## src/rtl/piradip_cdc_update_sink.sv

```systemverilog
// Destination-domain sink for the auto-updating CDC word path: holds the latest
// word as a level and queues every update into a small AXI-Stream FIFO with loss accounting.
module piradip_cdc_update_sink #(
    parameter int unsigned      WIDTH     = 32,
    parameter int unsigned      DEPTH     = 4,
    parameter logic [WIDTH-1:0] RESET_VAL = '0,
    parameter bit               COALESCE  = 1'b0
) (
    input  logic                     clk,
    input  logic                     rst,
    input  logic [WIDTH-1:0]         in_data,
    input  logic                     in_update,
    output logic [WIDTH-1:0]         current,
    output logic [WIDTH-1:0]         m_tdata,
    output logic                     m_tvalid,
    input  logic                     m_tready,
    output logic [$clog2(DEPTH):0]   level,
    output logic                     overflow,
    output logic [15:0]              drop_count,
    input  logic                     clear_overflow
);

    localparam int unsigned PTR_W = $clog2(DEPTH);
    localparam int unsigned LVL_W = PTR_W + 1;
    localparam logic [LVL_W-1:0] FULL_LVL = LVL_W'(DEPTH);

    logic [WIDTH-1:0] mem_q [DEPTH];

    logic [PTR_W-1:0] wr_ptr_q, wr_ptr_d;
    logic [PTR_W-1:0] rd_ptr_q, rd_ptr_d;
    logic [PTR_W-1:0] newest_ptr;
    logic [LVL_W-1:0] level_q, level_d;
    logic             valid_q, valid_d;
    logic [WIDTH-1:0] current_q, current_d;
    logic             overflow_q, overflow_d;
    logic [15:0]      drop_q, drop_d;

    logic pop, full, store, loss, coalesce_wr;

    always_comb begin
        pop         = valid_q & m_tready;
        full        = (level_q == FULL_LVL);
        // A pop frees the slot in the same edge, so a full queue still accepts.
        store       = in_update & (~full | pop);
        loss        = in_update & full & ~pop;
        coalesce_wr = loss & COALESCE;
        newest_ptr  = wr_ptr_q - PTR_W'(1);

        wr_ptr_d = store ? wr_ptr_q + PTR_W'(1) : wr_ptr_q;
        rd_ptr_d = pop   ? rd_ptr_q + PTR_W'(1) : rd_ptr_q;

        level_d = level_q;
        case ({store, pop})
            2'b10:   level_d = level_q + LVL_W'(1);
            2'b01:   level_d = level_q - LVL_W'(1);
            default: level_d = level_q;
        endcase
        valid_d = (level_d != '0);

        current_d = in_update ? in_data : current_q;

        // A loss coinciding with a clear is the first loss of the new epoch.
        if (clear_overflow) begin
            overflow_d = loss;
            drop_d     = {15'd0, loss};
        end else begin
            overflow_d = overflow_q | loss;
            drop_d     = (loss && drop_q != 16'hFFFF) ? drop_q + 16'd1 : drop_q;
        end
    end

    always_ff @(posedge clk) begin
        if (store) begin
            mem_q[wr_ptr_q] <= in_data;
        end else if (coalesce_wr) begin
            mem_q[newest_ptr] <= in_data;
        end
    end

    always_ff @(posedge clk or posedge rst) begin
        if (rst) begin
            wr_ptr_q   <= '0;
            rd_ptr_q   <= '0;
            level_q    <= '0;
            valid_q    <= 1'b0;
            current_q  <= RESET_VAL;
            overflow_q <= 1'b0;
            drop_q     <= '0;
        end else begin
            wr_ptr_q   <= wr_ptr_d;
            rd_ptr_q   <= rd_ptr_d;
            level_q    <= level_d;
            valid_q    <= valid_d;
            current_q  <= current_d;
            overflow_q <= overflow_d;
            drop_q     <= drop_d;
        end
    end

    assign current    = current_q;
    assign m_tdata    = mem_q[rd_ptr_q];
    assign m_tvalid   = valid_q;
    assign level      = level_q;
    assign overflow   = overflow_q;
    assign drop_count = drop_q;

endmodule
```

## config.mk

```make
export PLATFORM = sky130hd
export DESIGN_NAME = piradip_cdc_update_sink
export DESIGN_NICKNAME = d
export VERILOG_FILES = /design/src/rtl/piradip_cdc_update_sink.sv
export SDC_FILE = /design/constraint.sdc
export NUM_CORES = 1
export LEC_CHECK = 0
export ABC_AREA = 1
export CAP_MARGIN = 20
export CORE_ASPECT_RATIO = 0.8
export CORE_MARGIN = 4
export CORE_UTILIZATION = 45
export CTS_CLUSTER_DIAMETER = 200
export DETAILED_ROUTE_END_ITERATION = 16
export GPL_TIMING_DRIVEN = 0
export PLACE_DENSITY = 0.72
export SLEW_MARGIN = 20
export SYNTH_ARGS = -nofsm -noshare
export SYNTH_HDL_FRONTEND = slang
export SYNTH_SLANG_ARGS = --single-unit
```

## constraint.sdc

```tcl
create_clock -name clk -period 2.5 [get_ports clk]
set_input_delay 0.5 -clock clk [delete_from_list [all_inputs] [get_ports clk]]
set_output_delay 0.5 -clock clk [all_outputs]
set_load 0.05 [all_outputs]
```

==> results of run 1 <==
==> timing repair <==
| item | CTS | global route |
|---|---|---|
| gates resized for setup | 198 | 33 |
| pin swaps | 1 | 1 |
| setup endpoints to repair | 32 | 24 |
| cloned | 0 | 0 |
==> cells in the final DEF (no fill, tap or decap), types with 2 or more instances in the layout <==
master           synthesis  final
nand4_1                  8      8
xor2_1                   6      6
nor2_4                   3      7
nand3_1                 13     13
dfrtp_1                 57     57
o21ai_0                 68     68
clkbuf_2                 0      9
nor2_1                  90     86
clkbuf_8                 0      3
ha_1                     6      6
inv_1                   22     21
o22ai_2                  0      2
clkinvlp_4               0      3
o21ai_1                  2      2
or2_2                    3      3
clkbuf_16                0     17
buf_4                    1     22
o22ai_1                 32     30
clkbuf_1                23     13
clkbuf_4                 0      5
clkinv_1                 0      3
buf_16                   0      4
nand2_1                160    159
edfxtp_1               128    128
clkdlybuf4s50_1          0     87
nand2_2                  2      3
a21oi_1                  6      6
inv_2                    2      2
buf_6                    1      5
clkinv_2                 0      2
buf_2                    6     11
==> Yosys cell counts (all sizes together) <==
master | n | area [um2]
nand4 | 8 | 50.1
xor2 | 6 | 52.6
o22ai | 32 | 200
nand3 | 13 | 65.1
or2 | 3 | 18.8
edfxtp | 128 | 3840
a21oi | 6 | 30.0
nand2 | 162 | 613
o21bai | 1 | 7.51
mux2 | 1 | 11.3
o211ai | 1 | 7.51
fa | 1 | 20.0
nor3 | 1 | 10.0
nor2 | 95 | 398
o21ai | 70 | 350
inv | 24 | 90.1
dfrtp | 57 | 1430
xnor2 | 1 | 8.76
ha | 6 | 75.1
clkbuf | 23 | 86.3
buf | 8 | 48.8
==> final cells by class <==
type / instances / area, um2
Fill cell: 1281 / 6420
Sequential cell: 185 / 5270
Multi-Input combinational cell: 407 / 1960
Timing Repair Buffer: 124 / 1230
Clock buffer: 23 / 458
Tap cell: 215 / 269
Buffer: 31 / 201
Inverter: 24 / 92.6
Clock inverter: 9 / 52.6
==> flip-flops by register name, indices dropped and copies added (netlist names) <==
| register | count |
|---|---|
| level | 3 |
| wr_ptr_q | 2 |
| drop_count | 16 |
| current | 32 |
| mem_q | 128 |
| overflow | 1 |
| m_tvalid | 1 |
| rd_ptr_q | 2 |
==> power breakdown <==
group          switching (mW)  total, mW  internal (mW)
registers               0.184       4.04           3.85
logic                    3.41       4.78           1.37
clock network            1.06       2.35           1.28
==> worst register-to-register path, cell delays in order, from the launching register on <==
cell and delay (ps):
dfrtp_1 450, nor3_2 200, nand2_1 80, nand2_2 240
ha_1 260, fa_1 420, mux2_2 290, nor2_1 90
nand2_1 60
==> final timing paths <==
kind / endpoint / from / slack (ps) / depth (start not counted)
min: overflow / rst / 400 / 2
max reg2reg: m_tvalid / level[0] / 300 / 8
min in group clk: current[0] / in_update / 450 / 3
min reg2reg: current[8] / current[8] / 470 / 2
max in group asynchronous: current[10] / rst / 1590 / 3
max: m_tdata[12] / rd_ptr_q[0] / 50 / 7
==> cells by family (layout without fill, tap and decap cells) <==
family	count (synthesis)	after routing	synth area share
AO/OA/AOI/OAI	110	110	0.0803
AND/OR/NAND/NOR	282	282	0.156
adder cells (fa/ha/maj)	7	7	0.0128
XOR/XNOR	7	7	0.00827
buffers and inverters	55	211	0.0304
multiplexers	1	1	0.00152
flip-flops	185	185	0.711
==> layer usage <==
layer  track usage  vias to the layer above  wire [um]
li1              -                     2504          -
met1         0.273                     2618       7900
met2         0.338                      207       8940
met3        0.0631                       20       1620
met4        0.0617                        0        258
met5             0                        -          0
==> results.toml, run 1 <==
[layout]
finish.net_count = 834
syn_to_final_growth_pct = 28.7
antenna_cells = 0
drive_gt1_frac = 0.132
fin_area_um2 = 9540
finalNonFillerCells = 1018
final_core_util = 0.598

[clock_tree]
cts.sinks = 185
post_cts_buffers = 0
cts_root_buf = "clkbuf_16"
cts_buffer_depth = 2
cts_buffers = 17
holdBufCountCts = 0
cts_tree = "built"
cts.clk_slew.worst_paths_ps = 60
clock_latency_ps = 420
htreeDepth = 4

[worst_setup_path]
crit_buf_inv = 5
path_cells = "buf_4 > inv_2 > buf_6 > buf_8 > o21ai_0 > o22ai_2 > buf_4"
crit_family = "buffers and inverters"
cp-end-kind = "output pin"
cpMostUsedCell = "buf_4"
worst_path_max_delay_cell = "dfrtp_1"
worstSetupPathType = "reg -> out"
cp.required_ps = 2000
critPathMaxFanout = 10
startpoint_type = "register"
cp.arrival_ps = 1950
critPathMaxStageDelay_ps = 370

[yosys]
synth_cell_type_count = 29
ys_warn_count = 0
seq_area_frac_synth = 0.711
netlist_area_um2 = 7410
syn-num-nets = 691
netlist_instances = 647
yosys_register_bits = 185
avgSynthCellArea_um2 = 11.5

[power_and_ir_drop]
p_per_area_nw_per_um2 = 1170
p_leak_nw = 3.74
vdd_drop_max_uv = 717
p_total_mw = 11.2

[placed_design]
port_buffers = 119
gp_congestion = 0.853
dp.cells = 986
dpl.hpwl_um = 12600
dp_slack_ps = -520
place_area_um2 = 9040

[detailed_routing]
drt-total-wl_um = 18700
wl_per_cell_um = 18.4
vias = 5349
drtAntennaViolNets = 0
vias_per_cell = 5.25
first_iter_violations = 414
drc = 0
first_pass_iters = 5

[floorplanning]
start_util = 0.465
rows = 41
die_w_um = 152
die_h_um = 123
core_region_area_um2 = 16000
dieArea_um2 = 18600
ios = 122

[timing]
max_freq_ghz = 0.408
slew_violations = 0
hold_violations = 0
timing.setup.tns_ps = 0
setup_viol = 0
worst_clock_skew_ps = 6.55
holdWs_ps = 400
setup_slack_ps = 47.5
rsz0062_at_grt = "yes"
timing.final.crit_share = 0.981
min_period_ps = 2450
tightest_slew_ps = 648
relSlewSlack = 0.568

[min_path]
hold_path_class = "in -> async"

[global_routing]
grt_max_degree = 34
grt_use_total = 0.208
grt_first_pass_wirelength_um = 29100
grt_antenna_before_repair = 0
gr-total-overflow = 0
grt_pass1_vias = 5539

[run_status]
status = "finished clean"

[flow_run]
cap_violations = 0
Power figures use the tool's default switching activity.
==> inputs of run 2 (changes only) <==
--- a/config.mk
+++ b/config.mk
@@ -5,7 +5,6 @@
 export SDC_FILE = /design/constraint.sdc
 export NUM_CORES = 1
 export LEC_CHECK = 0
-export ABC_AREA = 1
 export CAP_MARGIN = 20
 export CORE_ASPECT_RATIO = 0.8
 export CORE_MARGIN = 4
==> run 2 against run 1 <==
Compared with the run above:
- non-clock buffer count is 9 lower
- via count is 24% lower
- critical path depth is 3 lower
- sequential cell count stayed put
- critical path type unchanged
- critical endpoint is now m_tdata[2]
- largest power group is now sequential cells
- highest routed layer unchanged
==> results.toml, run 2 <==
[clock_tree]
holdBufCountCts = 0
clock_latency_ps = 420
cts_root_buf = "clkbuf_16"
cts_buffers = 17
htreeDepth = 4
cts.sinks = 185
cts.clk_slew.worst_paths_ps = 60
cts_buffer_depth = 2
cts_tree = "built"

[min_path]
hold_path_class = "in -> async"

[yosys]
netlist.area_leader.share = 0.528
yosys-top-cells-count = "edfxtp_1, dfrtp_1, mux2_2"
synthFlopType = "edfxtp_1"
synthMuxAreaShare = 0.159
synth_area_leaders = "edfxtp_1, dfrtp_1, mux4_2"
ys_warn_count = 0
async_reset_ff_frac = 0.308
syn-num-nets = 426
synth_xor_area_frac = 0.00722
yosysTopAreaCell = "edfxtp_1"
seq_area_frac_synth = 0.724
netlist_instances = 382
synth_edf_count = 128
netlist_area_um2 = 7280
synth_fa_ha_area_frac = 0.0131
yosysMostFrequentCell = "edfxtp_1"
synth-compound-area-share = 0.0232
yosys_register_bits = 185
synthSimpleGateAreaFrac = 0.0583
synth_top_family_by_area = "multiplexers"
avgSynthCellArea_um2 = 19.1
synth_cell_type_count = 46

[worst_setup_path]
reg2reg_depth = 8
cp.arrival_ps = 1970
worstSetupPathType = "reg -> out"
r2r_slack_ps = 100
cp-end-kind = "output pin"
startpoint_type = "register"
critPathMaxFanout = 6
cp.required_ps = 2000
reg2reg_to = "m_tvalid"
r2r_start = "level[1]"

[global_routing]
grt_first_pass_wirelength_um = 23000
gr-total-overflow = 0
grt_antenna_before_repair = 0
grt_max_degree = 50
grt_use_total = 0.170
grt_pass1_vias = 4251

[timing]
holdWs_ps = 329
min_period_ps = 2470
relSlewSlack = 0.568
timing.setup.tns_ps = 0
hold_violations = 0
max_freq_ghz = 0.405
rsz0062_at_grt = "yes"
worst_clock_skew_ps = 7.63
setup_viol = 0
tightest_slew_ps = 648
timing.final.crit_share = 0.988
slew_violations = 0

[layout]
final_cell_mix = "edfxtp_1, clkdlybuf4s50_1, dfrtp_1, mux2_2, mux4_2"
final_core_util = 0.600
drive_gt1_frac = 0.314
syn_to_final_growth_pct = 30.2
top_register = "mem_q"
antenna_cells = 0
largest_reg_flops = 128
finalNonFillerCells = 759
num-fill-cells = 1203
finish.net_count = 575
final_common_cell = "edfxtp_1"

[detailed_routing]
first_pass_iters = 4
vias_per_cell = 5.38
vias = 4082
drtAntennaViolNets = 0
drc = 0
first_iter_violations = 219
wl_per_cell_um = 19.6
drt-total-wl_um = 14900

[placed_design]
dp.cells = 722
dpl.hpwl_um = 10000
gp_congestion = 0.797
port_buffers = 120

[flow_run]
cap_violations = 0

[power_and_ir_drop]
vdd_drop_max_uv = 651
p_leak_nw = 3.47
p_per_area_nw_per_um2 = 1150
p_total_mw = 10.9

[floorplanning]
die_w_um = 150
rows = 41
ios = 122
die_h_um = 122
core_region_area_um2 = 15800
start_util = 0.461
dieArea_um2 = 18300

[run_status]
status = "finished clean"
-- run 2: cell count changes after synthesis, moves of 13 or more --
cell and delta:
clkbuf_1 -15, inv_1 -13, mux2_2 +37, mux4_2 +32, nand2_1 -152, nor2_1 -83, o21ai_0 -66, o22ai_1 -32
-- run 2: cell type report --
type / instances / area (um2) / area share
buffer: 14 / 108 / 0.0114
clock buffer: 21 / 470 / 0.0496
clock inverter: 11 / 136 / 0.0144
inverter: 9 / 36.3 / 0.00383
multi-input combinational: 172 / 1920 / 0.203
sequential: 185 / 5280 / 0.556
tap: 215 / 269 / 0.0284
timing repair buffer: 132 / 1260 / 0.133
-- run 2: worst max-delay path by stage --
stage / startpoint / endpoint / cells past startpoint / slack (ps)
6_report: rd_ptr_q[0] / m_tdata[2] / 4 / 30
5_1_grt: rd_ptr_q[0] / m_tdata[2] / 4 / -40
4_1_cts: rd_ptr_q[0] / m_tdata[11] / 3 / -150
3_5_place_dp: in_update / m_tvalid / 8 / -860
3_3_place_gp: in_update / mem_q[1][19] / 4 / -1460
2_1_floorplan: level[2] / m_tvalid / 7 / 4
-- run 2: stage by stage --
step                area, um2  setup WS, ps
detailed placement       8900          -858
CTS                      9480          -149
finish                   9480          29.6
global placement         8750         -1460
global route             9480         -44.1
floorplan                7280          3.75
-- run 2: worst max-delay path, cell delays in order (launching register included) --
cell,delay [ps]
dfrtp_2,450
buf_4,150
buf_4,100
mux4_2,490
clkdlybuf4s15_2,350
-- run 2: repair_timing --
action | 4_1_cts | 5_1_grt
buffers inserted | 2 | 5
pin swaps | 0 | 0
endpoints found under the setup margin | 163 | 40
resized for setup | 149 | 23
-- run 2: kinds of logic (layout without fill, tap and decap cells) --
logic type,count (synthesis),in the layout
multiplexers,71,71
XOR/XNOR,6,6
adder cells (fa/ha/maj),7,7
flip-flops,185,185
AO/OA/AOI/OAI,23,23
buffers and inverters,25,187
AND/OR/NAND/NOR,65,65
-- run 2: routing by layer --
layer / GRT usage / vias to the layer above / wire [um]
li1: - / 1829 / -
met1: 0.224 / 2078 / 6450
met2: 0.268 / 154 / 7090
met3: 0.0591 / 21 / 1100
met4: 0.0520 / 0 / 221
met5: 0 / - / 0
-- run 2: report_power, final --
group	total [mW]	internal, mW	switching (mW)
Clock	2.69	1.57	1.12
Combinational	4.09	1.44	2.66
Sequential	4.10	3.87	0.226
